===== src/rtl/ram_bist_ctrl.sv =====
// March-style RAM BIST controller: writes P(a), checks it, writes ~P(a), checks it,
// and reports mismatch count plus the location and phase of the first failure.
module ram_bist_ctrl #(
  parameter int DATA_WIDTH = 8,
  parameter int ADDR_WIDTH = 8
) (
  input  logic                  clk,
  input  logic                  rst,
  input  logic                  start,
  input  logic [DATA_WIDTH-1:0] seed,
  output logic [ADDR_WIDTH-1:0] ram_addr,
  output logic                  ram_we,
  output logic [DATA_WIDTH-1:0] ram_din,
  input  logic [DATA_WIDTH-1:0] ram_dout,
  output logic                  busy,
  output logic                  done,
  output logic                  pass,
  output logic [ADDR_WIDTH+1:0] err_cnt,
  output logic [ADDR_WIDTH-1:0] fail_addr,
  output logic                  fail_phase
);

  localparam int ERR_W = ADDR_WIDTH + 2;
  localparam logic [ADDR_WIDTH-1:0] LAST_ADDR = '1;
  localparam logic [ADDR_WIDTH-1:0] ONE_A = ADDR_WIDTH'(1);
  localparam logic [ERR_W-1:0]      ONE_E = ERR_W'(1);

  typedef enum logic [2:0] {IDLE, WRITE0, READ0, WRITE1, READ1, DONE} state_t;

  state_t                  state, state_nxt;
  logic [DATA_WIDTH-1:0]   seed_q, seed_nxt;
  logic [ADDR_WIDTH-1:0]   addr_nxt, fail_addr_nxt;
  logic                    we_nxt, fail_phase_nxt, pass_nxt;
  logic [DATA_WIDTH-1:0]   din_nxt, exp_word;
  logic [ERR_W-1:0]        err_nxt;

  // Address is zero-extended or truncated to the word width before the seed XOR.
  function automatic logic [DATA_WIDTH-1:0] pattern(input logic [ADDR_WIDTH-1:0] a,
                                                     input logic inv,
                                                     input logic [DATA_WIDTH-1:0] s);
    logic [DATA_WIDTH+ADDR_WIDTH-1:0] wide;
    logic [DATA_WIDTH-1:0]            word;
    wide = {{DATA_WIDTH{1'b0}}, a};
    word = wide[DATA_WIDTH-1:0] ^ s;
    return inv ? ~word : word;
  endfunction

  always_ff @(posedge clk) begin
    if (rst) state <= IDLE;
    else     state <= state_nxt;
  end

  always_comb begin
    state_nxt      = state;
    seed_nxt       = seed_q;
    addr_nxt       = ram_addr;
    we_nxt         = 1'b0;
    din_nxt        = ram_din;
    err_nxt        = err_cnt;
    pass_nxt       = pass;
    fail_addr_nxt  = fail_addr;
    fail_phase_nxt = fail_phase;
    exp_word       = pattern(ram_addr, state == READ1, seed_q);

    case (state)
      IDLE: begin
        if (start) begin
          state_nxt      = WRITE0;
          seed_nxt       = seed;
          addr_nxt       = '0;
          we_nxt         = 1'b1;
          din_nxt        = pattern('0, 1'b0, seed);
          err_nxt        = '0;
          pass_nxt       = 1'b0;
          fail_addr_nxt  = '0;
          fail_phase_nxt = 1'b0;
        end
      end
      WRITE0, WRITE1: begin
        if (ram_addr == LAST_ADDR) begin
          state_nxt = (state == WRITE0) ? READ0 : READ1;
          addr_nxt  = '0;
        end else begin
          addr_nxt = ram_addr + ONE_A;
          we_nxt   = 1'b1;
          din_nxt  = pattern(ram_addr + ONE_A, state == WRITE1, seed_q);
        end
      end
      READ0, READ1: begin
        // Asynchronous-read RAM: ram_dout reflects ram_addr within this cycle.
        if (ram_dout != exp_word) begin
          err_nxt = err_cnt + ONE_E;
          if (err_cnt == '0) begin
            fail_addr_nxt  = ram_addr;
            fail_phase_nxt = (state == READ1);
          end
        end
        if (ram_addr == LAST_ADDR) begin
          addr_nxt = '0;
          if (state == READ0) begin
            state_nxt = WRITE1;
            we_nxt    = 1'b1;
            din_nxt   = pattern('0, 1'b1, seed_q);
          end else begin
            state_nxt = DONE;
            pass_nxt  = (err_nxt == '0);
          end
        end else begin
          addr_nxt = ram_addr + ONE_A;
        end
      end
      DONE:    state_nxt = IDLE;
      default: state_nxt = IDLE;
    endcase
  end

  always_ff @(posedge clk) begin
    if (rst) begin
      seed_q     <= '0;
      ram_addr   <= '0;
      ram_we     <= 1'b0;
      ram_din    <= '0;
      err_cnt    <= '0;
      pass       <= 1'b0;
      fail_addr  <= '0;
      fail_phase <= 1'b0;
    end else begin
      seed_q     <= seed_nxt;
      ram_addr   <= addr_nxt;
      ram_we     <= we_nxt;
      ram_din    <= din_nxt;
      err_cnt    <= err_nxt;
      pass       <= pass_nxt;
      fail_addr  <= fail_addr_nxt;
      fail_phase <= fail_phase_nxt;
    end
  end

  assign busy = (state == WRITE0) || (state == READ0) || (state == WRITE1) || (state == READ1);
  assign done = (state == DONE);

endmodule


===== config.mk =====
export PLATFORM = sky130hd
export DESIGN_NAME = ram_bist_ctrl
export DESIGN_NICKNAME = d
export VERILOG_FILES = /design/src/rtl/ram_bist_ctrl.sv
export SDC_FILE = /design/constraint.sdc
export NUM_CORES = 1
export LEC_CHECK = 0
export CORE_MARGIN = 4
export CORE_UTILIZATION = 40
export DETAILED_ROUTE_END_ITERATION = 8
export GPL_TIMING_DRIVEN = 0
export SYNTH_ARGS = -nofsm -noshare
export SYNTH_HDL_FRONTEND = slang
export SYNTH_SLANG_ARGS = --single-unit

===== constraint.sdc =====
create_clock -name clk -period 3.2 [get_ports clk]
set_input_delay 0.48 -clock clk [delete_from_list [all_inputs] [get_ports clk]]
set_output_delay 0.48 -clock clk [all_outputs]
set_load 0.005 [all_outputs]

==> metrics.md, run 1 <==
| Metric | Value |
|---|---|
| DRT antenna net count | `0` |
| Max-slew violations | `0` |
| Fin. Hold Viols | `0` |
| Initial antenna violation count | `0` |
| Tot GR Track Use | `0.196` |
| Crit start category | `flip-flop` |
| GPL Wtd Cong | `a little under 0.9` |
| Relative slew slack | `0.483` |
| Port Buffers | `between 50 and 60` |
| # diodes | `0` |
| GRT overflow | `0` |
| VDD IR-drop max | `0.211 mV` |
| Post-route DRC | `0` |
| TritonRoute pass-1 iters | `4` |
| Net count, final | `464` |
| Worst path cell trace | `buf_6, inv_1, nand2_1, xnor2_2, clkinv_1, clkdlybuf4s50_1` |
| TritonCTS Buffers | `5` |
| Max_cap viols | `0` |
| Clk_skew | `about 0.0073 ns` |
| Clk pin slew, worst setup/hold paths | `~0.09 ns` |
| Crit Reg-Reg Endpoint | `ram_din[2]` |
| Post-synthesis sequential area ratio | `0.322` |
| Total power | `between 1 and 1.5 mW` |
| DP HPWL | `between 6000 and 7000 um` |
| CP Capture Type | `primary output` |
| CP delay by family, top | `buffers and inverters` |
| RSZ-0062 raised after global routing | `false` |
| Worst Hold Class | `reg -> reg` |
| Distinct cells, synth | `55` |
| Period utilisation layout | `0.860` |
| Largest net degree at the start of global routing | `15` |
| WL final | `~8500 um` |
| CP Max Fanout | `8` |
| Detailed router's first-iteration violation count | `about 170` |
| Synth-to-Final Area Change | `27.0%` |
| Kind of critical path | `reg -> out` |
| Slowest stage delay, CP | `around 0.52 ns` |
| H-Tree Depth | `2` |
| Power Density | `345 mW/mm2` |
| Cell Rows | `31` |
| I/O pin cnt | `58` |
| Root buffer cell | `clkbuf_8` |
| Setup Fix Bufs, Post-CTS | `0` |
| Number of flops mapped to enable cells by yosys | `0` |
| Worst path arrival time | `about 2.3 ns` |
| Via Count | `a little under 3000` |
| Critical path required time | `around 2.7 ns` |
| Synth async-reset ratio | `0` |
| Actual slew at the worst max-slew pin | `0.775 ns` |
| Reg2reg start | `ram_addr[1]` |
| Layout cells sized above 1 | `0.0700` |
| Core area | `roughly 0.0073 mm2` |
| Vias in the first global route | `roughly 2800` |
| #FFs+latches synth | `48` |
| Syn. warnings | `0` |
| Hold endpoint | `fail_addr[5]` |
| Syn_nets | `401` |
| Static Leakage | `~1.4 nW` |
| Hold path cells | `2` |
| Slowest CP cell | `clkdlybuf4s50_1` |
| DIE WIDTH | `roughly 94 um` |
| CTS Hold Bufs | `0` |
| Crit. path cell count | `6` |
| CP Launch Point | `state[1]` |
| CTS tree | `yes` |
| Min Tclk post-route | `around 2.8 ns` |
| Avg WL per Cell | `approximately 16 um` |
| Synthesized area per cell | `approximately 7.9 um2` |
| Mapped Cells | `roughly 380` |
| R2R setup slack | `around 0.52 ns` |
| Status | `finished clean` |
| CTS max path bufs | `2` |
| Sink Count | `48` |
| Top FF cell, synth | `dfxtp_1` |
| Die Y-Extent | `between 90 and 100 um` |
| Die area | `roughly 0.009 mm2` |
| Post-synthesis cell area | `roughly 0.003 mm2` |
| Reg2reg path depth | `8` |
| First-pass GRT wire length | `around 14000 um` |
| Post-layout util | `0.522` |
| Initial Util | `0.411` |
| Vias per Instance | `roughly 5.5` |
| Final setup vio count | `0` |
| Setup TNS | `0 ns` |
| Worst path bufs/invs | `4` |
| Hold_sp | `fail_addr[5]` |
| Fmax | `approximately 360 MHz` |
| Skew-Pair Late Insertion Delay | `around 0.30 ns` |
## state kept, by name, summed over array words and instances, names as in the netlist
signal / count
ram_addr: 8
ram_we: 1
fail_addr: 8
seed_q: 8
pass: 1
fail_phase: 1
err_cnt: 10
ram_din: 8
state: 3
## per-stage QoR
stage / setup slack, ns / cells / area (um2) / hold WS [ns]
floorplan: 1.13 / 379 / 2980 / 0.462
global placement: 0.322 / 534 / 3670 / 0.466
detailed placement: 0.300 / 534 / 3670 / 0.464
CTS: 0.192 / 542 / 3770 / 0.487
global route: 0.267 / 542 / 3790 / 0.509
finish: 0.449 / 542 / 3790 / 0.484
## worst register-to-register path, delay by kind of cell, from the launching register on
kind	cells	cell delay [ns]
compound gates	3	0.52
fa+ha+maj	1	0.29
buf+inv	1	0.30
flops	1	0.47
simple gates	3	1.04
## cells in the mapped netlist (5+ instances only)
master | instances | area share
a211oi_1 | 6 | 0.015
a21oi_1 | 29 | 0.049
a31oi_1 | 7 | 0.015
and3_1 | 11 | 0.023
buf_2 | 8 | 0.013
clkbuf_1 | 10 | 0.013
dfxtp_1 | 48 | 0.32
inv_1 | 8 | 0.010
mux2i_1 | 9 | 0.030
nand2_1 | 47 | 0.059
nand3_1 | 13 | 0.022
nand4_1 | 6 | 0.013
nor2_1 | 39 | 0.049
nor2b_1 | 5 | 0.010
nor3_1 | 15 | 0.025
o21ai_0 | 23 | 0.039
or3_1 | 7 | 0.015
xnor2_1 | 16 | 0.047
xnor3_1 | 7 | 0.053
xor2_1 | 5 | 0.015
## report_power, final
part	internal, mW	switching (mW)	leakage [nW]
Sequential	0.617	0.0160	0.391
Combinational	0.110	0.118	1.00
Clock	0.232	0.212	0.0552
Total	0.960	0.345	1.45
## cells by family (layout without fill, tap and decap cells)
logic type,count (synthesis),in the layout,synth area share
AO/OA/AOI/OAI,95,95,0.208
XOR/XNOR,28,28,0.115
adder cells (fa/ha/maj),3,3,0.0126
buffers and inverters,36,100,0.0566
flip-flops,48,48,0.322
multiplexers,9,9,0.0302
AND/OR/NAND/NOR,160,160,0.256
## per-layer routing
layer | wire length (um) | global-route usage | part of all wire
met4 | 161 | 0.0614 | 0.019
met5 | 0 | 0 | 0
met2 | 3900 | 0.326 | 0.46
met3 | 569 | 0.0367 | 0.067
met1 | 3880 | 0.256 | 0.46
## timing repair
action	CTS	global route
hold endpoints to repair	0	0
gates resized for setup	0	1
endpoints found under the setup margin	0	1
## cell usage in the layout (no fill, tap or decap), types with 3 or more instances in the layout
cell type | netlist | layout
a211oi_1 | 6 | 5
a21oi_1 | 29 | 29
a22o_1 | 4 | 4
a311oi_1 | 3 | 3
a31oi_1 | 7 | 7
and2_1 | 4 | 4
and3_1 | 11 | 11
buf_1 | 4 | 4
buf_2 | 8 | 8
clkbuf_1 | 10 | 11
clkbuf_8 | 0 | 5
clkdlybuf4s50_1 | 0 | 56
dfxtp_1 | 48 | 48
ha_1 | 3 | 3
inv_1 | 8 | 8
mux2i_1 | 9 | 9
nand2_1 | 47 | 47
nand2b_1 | 4 | 4
nand3_1 | 13 | 13
nand4_1 | 6 | 6
nor2_1 | 39 | 39
nor2b_1 | 5 | 5
nor3_1 | 15 | 15
o211ai_1 | 3 | 3
o21ai_0 | 23 | 23
or3_1 | 7 | 7
xnor2_1 | 16 | 15
xnor3_1 | 7 | 7
xor2_1 | 5 | 5
## how the worst max path moves through the flow
stage | end | slack (ns)
floorplan | fail_addr[1] | 1.13
global placement | fail_addr[7] | 0.32
detailed placement | fail_addr[7] | 0.30
CTS | busy | 0.19
global route | busy | 0.27
finish | busy | 0.45
## cell type report
cell class | instances | area (um2)
Fill cell | 719 | 3470
Sequential cell | 48 | 961
Timing Repair Buffer | 56 | 561
Clock buffer | 6 | 72.6
Clock inverter | 2 | 35.0
Buffer | 27 | 135
Inverter | 9 | 33.8
Multi-Input combinational cell | 295 | 1860
Tap cell | 99 | 124
Note: power is estimated with default switching activity, not from simulation.
==> inputs of run 2 (changes only) <==
--- a/config.mk
+++ b/config.mk
@@ -7,6 +7,7 @@
 export LEC_CHECK = 0
 export CORE_MARGIN = 4
 export CORE_UTILIZATION = 40
+export CTS_CLUSTER_DIAMETER = 200
 export DETAILED_ROUTE_END_ITERATION = 8
 export GPL_TIMING_DRIVEN = 0
 export SYNTH_ARGS = -nofsm -noshare
==> results of run 2 <==
No change in the layout: final DEF, timing and power equal those of run 1.
